**src/rtl/cdb_arb.sv**
```systemverilog
// cdb_arb: round-robin arbiter for the common data bus (CDB).
// Execution units raise req with a result tag and data. One requester is
// granted per cycle, combinationally. The winner's tag and data go out on
// the bus. Tag 0 means "no dependency" and is never broadcast. A request
// carrying tag 0 is still granted, so the requester is freed, but it only
// sets the sticky err_tag0 flag.
//
// Handshake: request i completes in the cycle where req[i] && gnt[i] is
// true at the rising clock edge. A requester holds req, req_tag and
// req_wdata stable until that cycle. It may withdraw req before it is
// granted; a withdrawn request is never broadcast.
//
// Optional build macro CDB_ARB_OUT_REG_EN: registers cdb_wr, cdb_tag and
// cdb_wdata, so the broadcast appears one cycle after the grant cycle.
// Without the macro the bus is driven combinationally in the grant cycle.
// Grant timing and pointer behaviour are the same in both builds.
module cdb_arb #(
  parameter int N_REQ  = 4,
  parameter int TAG_W  = 4,
  parameter int DATA_W = 32
) (
  input  logic                    clk,
  input  logic                    rst,
  input  logic [N_REQ-1:0]        req,
  input  logic [N_REQ*TAG_W-1:0]  req_tag,
  input  logic [N_REQ*DATA_W-1:0] req_wdata,
  output logic [N_REQ-1:0]        gnt,
  output logic                    cdb_wr,
  output logic [TAG_W-1:0]        cdb_tag,
  output logic [DATA_W-1:0]       cdb_wdata,
  output logic                    err_tag0
);

  localparam int PTR_W = $clog2(N_REQ);

  // Priority pointer: the requester searched first. Always < N_REQ.
  logic [PTR_W-1:0]  ptr_q, ptr_d;
  logic              err_tag0_q, err_tag0_d;

  // Arbitration results for the current cycle
  logic [N_REQ-1:0]  gnt_c;
  logic              gnt_any;
  logic [PTR_W-1:0]  win_idx;
  logic [PTR_W-1:0]  cand;
  logic [TAG_W-1:0]  win_tag;
  logic [DATA_W-1:0] win_data;

  // Broadcast the winner would produce this cycle
  logic              bc_wr;
  logic [TAG_W-1:0]  bc_tag;
  logic [DATA_W-1:0] bc_data;

  // Round-robin search from ptr_q, wrapping at N_REQ-1; gated off during reset
  always_comb begin
    gnt_c   = '0;
    gnt_any = 1'b0;
    win_idx = '0;
    cand    = '0;
    for (int off = 0; off < N_REQ; off++) begin
      cand = PTR_W'((int'(ptr_q) + off) % N_REQ);
      if (!gnt_any && !rst && req[cand]) begin
        gnt_any     = 1'b1;
        gnt_c[cand] = 1'b1;
        win_idx     = cand;
      end
    end
  end

  // One-hot AND-OR mux of the winner's tag and data
  always_comb begin
    win_tag  = '0;
    win_data = '0;
    for (int i = 0; i < N_REQ; i++) begin
      win_tag  = win_tag  | (req_tag[i*TAG_W +: TAG_W]     & {TAG_W{gnt_c[i]}});
      win_data = win_data | (req_wdata[i*DATA_W +: DATA_W] & {DATA_W{gnt_c[i]}});
    end
  end

  // Broadcast value, pointer advance and sticky tag-0 flag
  always_comb begin
    bc_wr      = gnt_any && (win_tag != '0);
    bc_tag     = bc_wr ? win_tag  : '0;
    bc_data    = bc_wr ? win_data : '0;
    err_tag0_d = err_tag0_q || (gnt_any && (win_tag == '0));
    ptr_d      = ptr_q;
    if (gnt_any) begin
      ptr_d = (win_idx == PTR_W'(N_REQ - 1)) ? '0 : win_idx + 1'b1;
    end
  end

  // Pointer and error flag registers
  always_ff @(posedge clk or posedge rst) begin
    if (rst) begin
      ptr_q      <= '0;
      err_tag0_q <= 1'b0;
    end else begin
      ptr_q      <= ptr_d;
      err_tag0_q <= err_tag0_d;
    end
  end

  assign gnt      = gnt_c;
  assign err_tag0 = err_tag0_q;

`ifdef CDB_ARB_OUT_REG_EN
  logic              cdb_wr_q;
  logic [TAG_W-1:0]  cdb_tag_q;
  logic [DATA_W-1:0] cdb_wdata_q;

  // Registered bus: the broadcast follows the grant cycle; reset drops it
  always_ff @(posedge clk or posedge rst) begin
    if (rst) begin
      cdb_wr_q    <= 1'b0;
      cdb_tag_q   <= '0;
      cdb_wdata_q <= '0;
    end else begin
      cdb_wr_q    <= bc_wr;
      cdb_tag_q   <= bc_tag;
      cdb_wdata_q <= bc_data;
    end
  end

  assign cdb_wr    = cdb_wr_q;
  assign cdb_tag   = cdb_tag_q;
  assign cdb_wdata = cdb_wdata_q;
`else
  assign cdb_wr    = bc_wr;
  assign cdb_tag   = bc_tag;
  assign cdb_wdata = bc_data;
`endif

endmodule

```
**config.mk**
```make
export PLATFORM = sky130hd
export DESIGN_NAME = cdb_arb
export DESIGN_NICKNAME = d
export VERILOG_FILES = /design/src/rtl/cdb_arb.sv
export SDC_FILE = /design/constraint.sdc
export NUM_CORES = 1
export LEC_CHECK = 0
export BUFFER_PORTS_ARGS = -buffer_cell sky130_fd_sc_hd__buf_4
export CELL_PAD_IN_SITES_DETAIL_PLACEMENT = 1
export CELL_PAD_IN_SITES_GLOBAL_PLACEMENT = 1
export CORE_ASPECT_RATIO = 2
export CORE_MARGIN = 2
export CORE_UTILIZATION = 22
export DETAILED_ROUTE_END_ITERATION = 10
export PLACE_DENSITY_LB_ADDON = 0.2
export SYNTH_ARGS = -nofsm -noshare
export SYNTH_HDL_FRONTEND = slang
export SYNTH_SLANG_ARGS = --single-unit
```
**constraint.sdc**
```tcl
create_clock -name clk -period 11.37 [get_ports clk]
set_clock_uncertainty 0.05 [all_clocks]
set_input_delay 1.7055 -clock clk [delete_from_list [all_inputs] [get_ports clk]]
set_output_delay 1.7055 -clock clk [all_outputs]
set_load 0.02 [all_outputs]
```
==> impl_results.md <==
* Outcome: completed
* CTS root buf: clkbuf_16
* Mapped Nets at 367
* Leading area contributor after synthesis: a222oi_1
* Cell count after synthesis at 210
* Layout filler cell count at 857
* Placed wire-length estimate at 7990 µm
* Reg area at 75.1 µm²
* Max-slew violations at 0
* Multi-input logic area at 1370 µm²
* Unique masters post-synth at 46
* CTS sink count at 3
* Layout area overhead at 99.9%
* Die area at 7860 µm²
* Top delay family on crit path: buffers and inverters
* Die W at 63.7 µm
* Relative slew slack at 26.4%
* Global Route Usage Sum at 23.7%
* CTS tree: done
* Port-buffer cells at 191
* Worst slew pin tran at 1100 ps
* Max Cap Viol at 0
* Placer Congestion at 0.952
* Most frequent cells in the layout: 196 x buf_4, 44 x nand2_1, 35 x a222oi_1, 30 x a21oi_2, 9 x nor2_1
* Synth top area cells: a222oi_1 22%, a21oi_2 17%, nand2_1 11%, ha_1 5.6%, dfrtp_1 4.8%
* Vias in the first global route at 2830
* Top_reg_cell synth: dfrtp_1
* CP Buf/Inv Count at 5
* CTS buffer count at 3
* Min-delay worst type: register to register
* CORE AREA at 6940 µm²
* Clock Tree Buf Depth at 2
* Hold Vio Cnt, Final at 0
* Drt total wl at 9550 µm
* Via count at 2629
* Maximum fanout along the worst path at 37
* Tmin final at 7550 ps
* Final cell count without fillers at 479
* Maximum VDD drop at 0.000217 V
* Post-CTS Hold Buffers at 0
* CP Data Required Time at 9610 ps
* Starting Density at 22.6%
* Max incr delay on CP at 970 ps
* Die height at 123 µm
* WL per Instance at 19.9 µm
* Setup TNS at 0 ps
* Critical setup path kind: input port to output pin
* Worst slack, placed at 3800 ps
* Via density at 5.49
* Ys async rst share at 100%
* Syn. warnings at 0
* Critical-path top delay cell: nor4_4
* Overflow after GRT at 0
* Pleak at 1.46 nW
* Skew-Pair Late Insertion Delay at 220 ps
* Reg clk slew, reported paths at 30 ps
* Initial antenna violation count at 0
* Setup Buffers After CTS at 0
* Nets@finish at 547
* Design area at 3130 µm²
* DRT antenna net count at 0
* Most common cell after layout, fill and taps aside: buf_4
* Sequential-to-total area share from yosys stat at 4.79%
* Cell Pwr Density at 337 nW/µm²
* EDFF count, synth at 0
* Cell Area, Placed at 3060 µm²
* CTS resizes at 0
* Cells after DPL at 475
* # setup viols final at 0
* Core Util, Final at 45.2%
* DRC violations left at 0
* Initial DRC count at 188
* H-tree lvl count at 1
* CP startpoint kind: input port
* DR pass1 iterations at 7
* Synth Cell Area at 1570 µm²
* Final period util at 66.4%
* CP Cell Sequence: buf_4 -> mux4_2 -> inv_1 -> a2111oi_1 -> a2111o_1 -> buf_4 -> a222oi_1 -> nand2_1 -> nor4_4 -> buf_4 -> a21oi_2 -> buf_4
* Row count at 43
* Final worst slack at 3820 ps
* RSZ-0062 raised after global routing: no
* Mean Syn Cell Area at 7.47 µm²
* Diodes inserted at 0
* Largest net degree at the start of global routing at 38
* Share of layout cells above drive strength 1 at 61.2%
* First-pass GRT wire length at 14400 µm
* Ports at 192
* Number of synthesized register bits at 3
* F_max at 132 MHz
* Yosys top cell area share at 22.3%
* WP data arrival at 5790 ps
* CP endpoint kind: output pin
* Top cell by count, worst path: buf_4
-- metrics by stage --
stage	hold WS [ps]	power, W
6_report	431	0.00106
5_1_grt	443	0.00113
4_1_cts	432	0.00107
3_5_place_dp	421	0.00101
3_3_place_gp	431	0.00100
2_1_floorplan	542	0.000677
-- cell type report --
type                    count  share of cell area [%]
inverters                   6                   0.719
multi-input cells         180                    43.8
clock buffers               4                    2.51
flip-flops and latches      3                    2.40
well taps                  90                    3.59
repair buffers            196                    46.9
-- power breakdown --
group          internal (W)  switching (W)  leakage [nW]  total [W]
sequential        0.0000145      0.0000153        0.0326  0.0000298
combinational      0.000383       0.000586          1.39   0.000970
clock             0.0000463      0.0000101        0.0382  0.0000564
-- worst paths after layout --
check	cells after the start	startpoint	slack, ps	to
min in group asynchronous	2	rst	1440	err_tag0
hold / removal	1	err_tag0	430	err_tag0
max in group asynchronous	2	rst	9590	asynchronous set/reset pin
setup reg to reg	12	register	6470	err_tag0
setup / recovery	12	req[3]	3820	cdb_wdata[28]
hold reg to reg	1	err_tag0	430	err_tag0
-- cells in the mapped netlist (3+ instances only) --
cell type / n
inv_1: 5
a21oi_2: 30
clkbuf_1: 15
a222oi_1: 35
nand2_1: 44
a22oi_1: 6
nor2_1: 9
buf_6: 4
ha_1: 7
mux2_2: 3
a21oi_1: 5
dfrtp_1: 3
-- worst reg2reg max path: stages (launching register included) --
cell	delay [ps]
dfrtp_1	680
inv_1	260
ha_1	570
nand2b_1	170
o2bb2ai_1	360
a2111oi_1	250
a2111o_1	460
buf_4	270
a222oi_1	410
nand2_1	170
nor4_4	980
inv_2	80
o21bai_1	150
-- routing by layer --
metal  up-vias  wire [µm]  global-route usage (%)  part of all wire [%]
met3        40        694                    5.73                   7.3
met4         0        624                    15.8                   6.5
met1      1220       2930                    21.9                    31
li1       1223          -                       -                     -
met2       146       5300                    44.7                    56
met5         -          0                       0                     0
-- logic make-up after synthesis --
logic type                 count (synthesis)  share of synthesized area, %
xor gates and xnor gates                   1                         0.559
buffers and inverters                     27                          8.70
and+or+nand+nor                           72                          22.6
adders and majority gates                  7                          5.59
DFF                                        3                          4.79
AOI/OAI and AO/OA                         94                          52.9
muxes                                      6                          4.87
(Power assumes the default switching activity.)
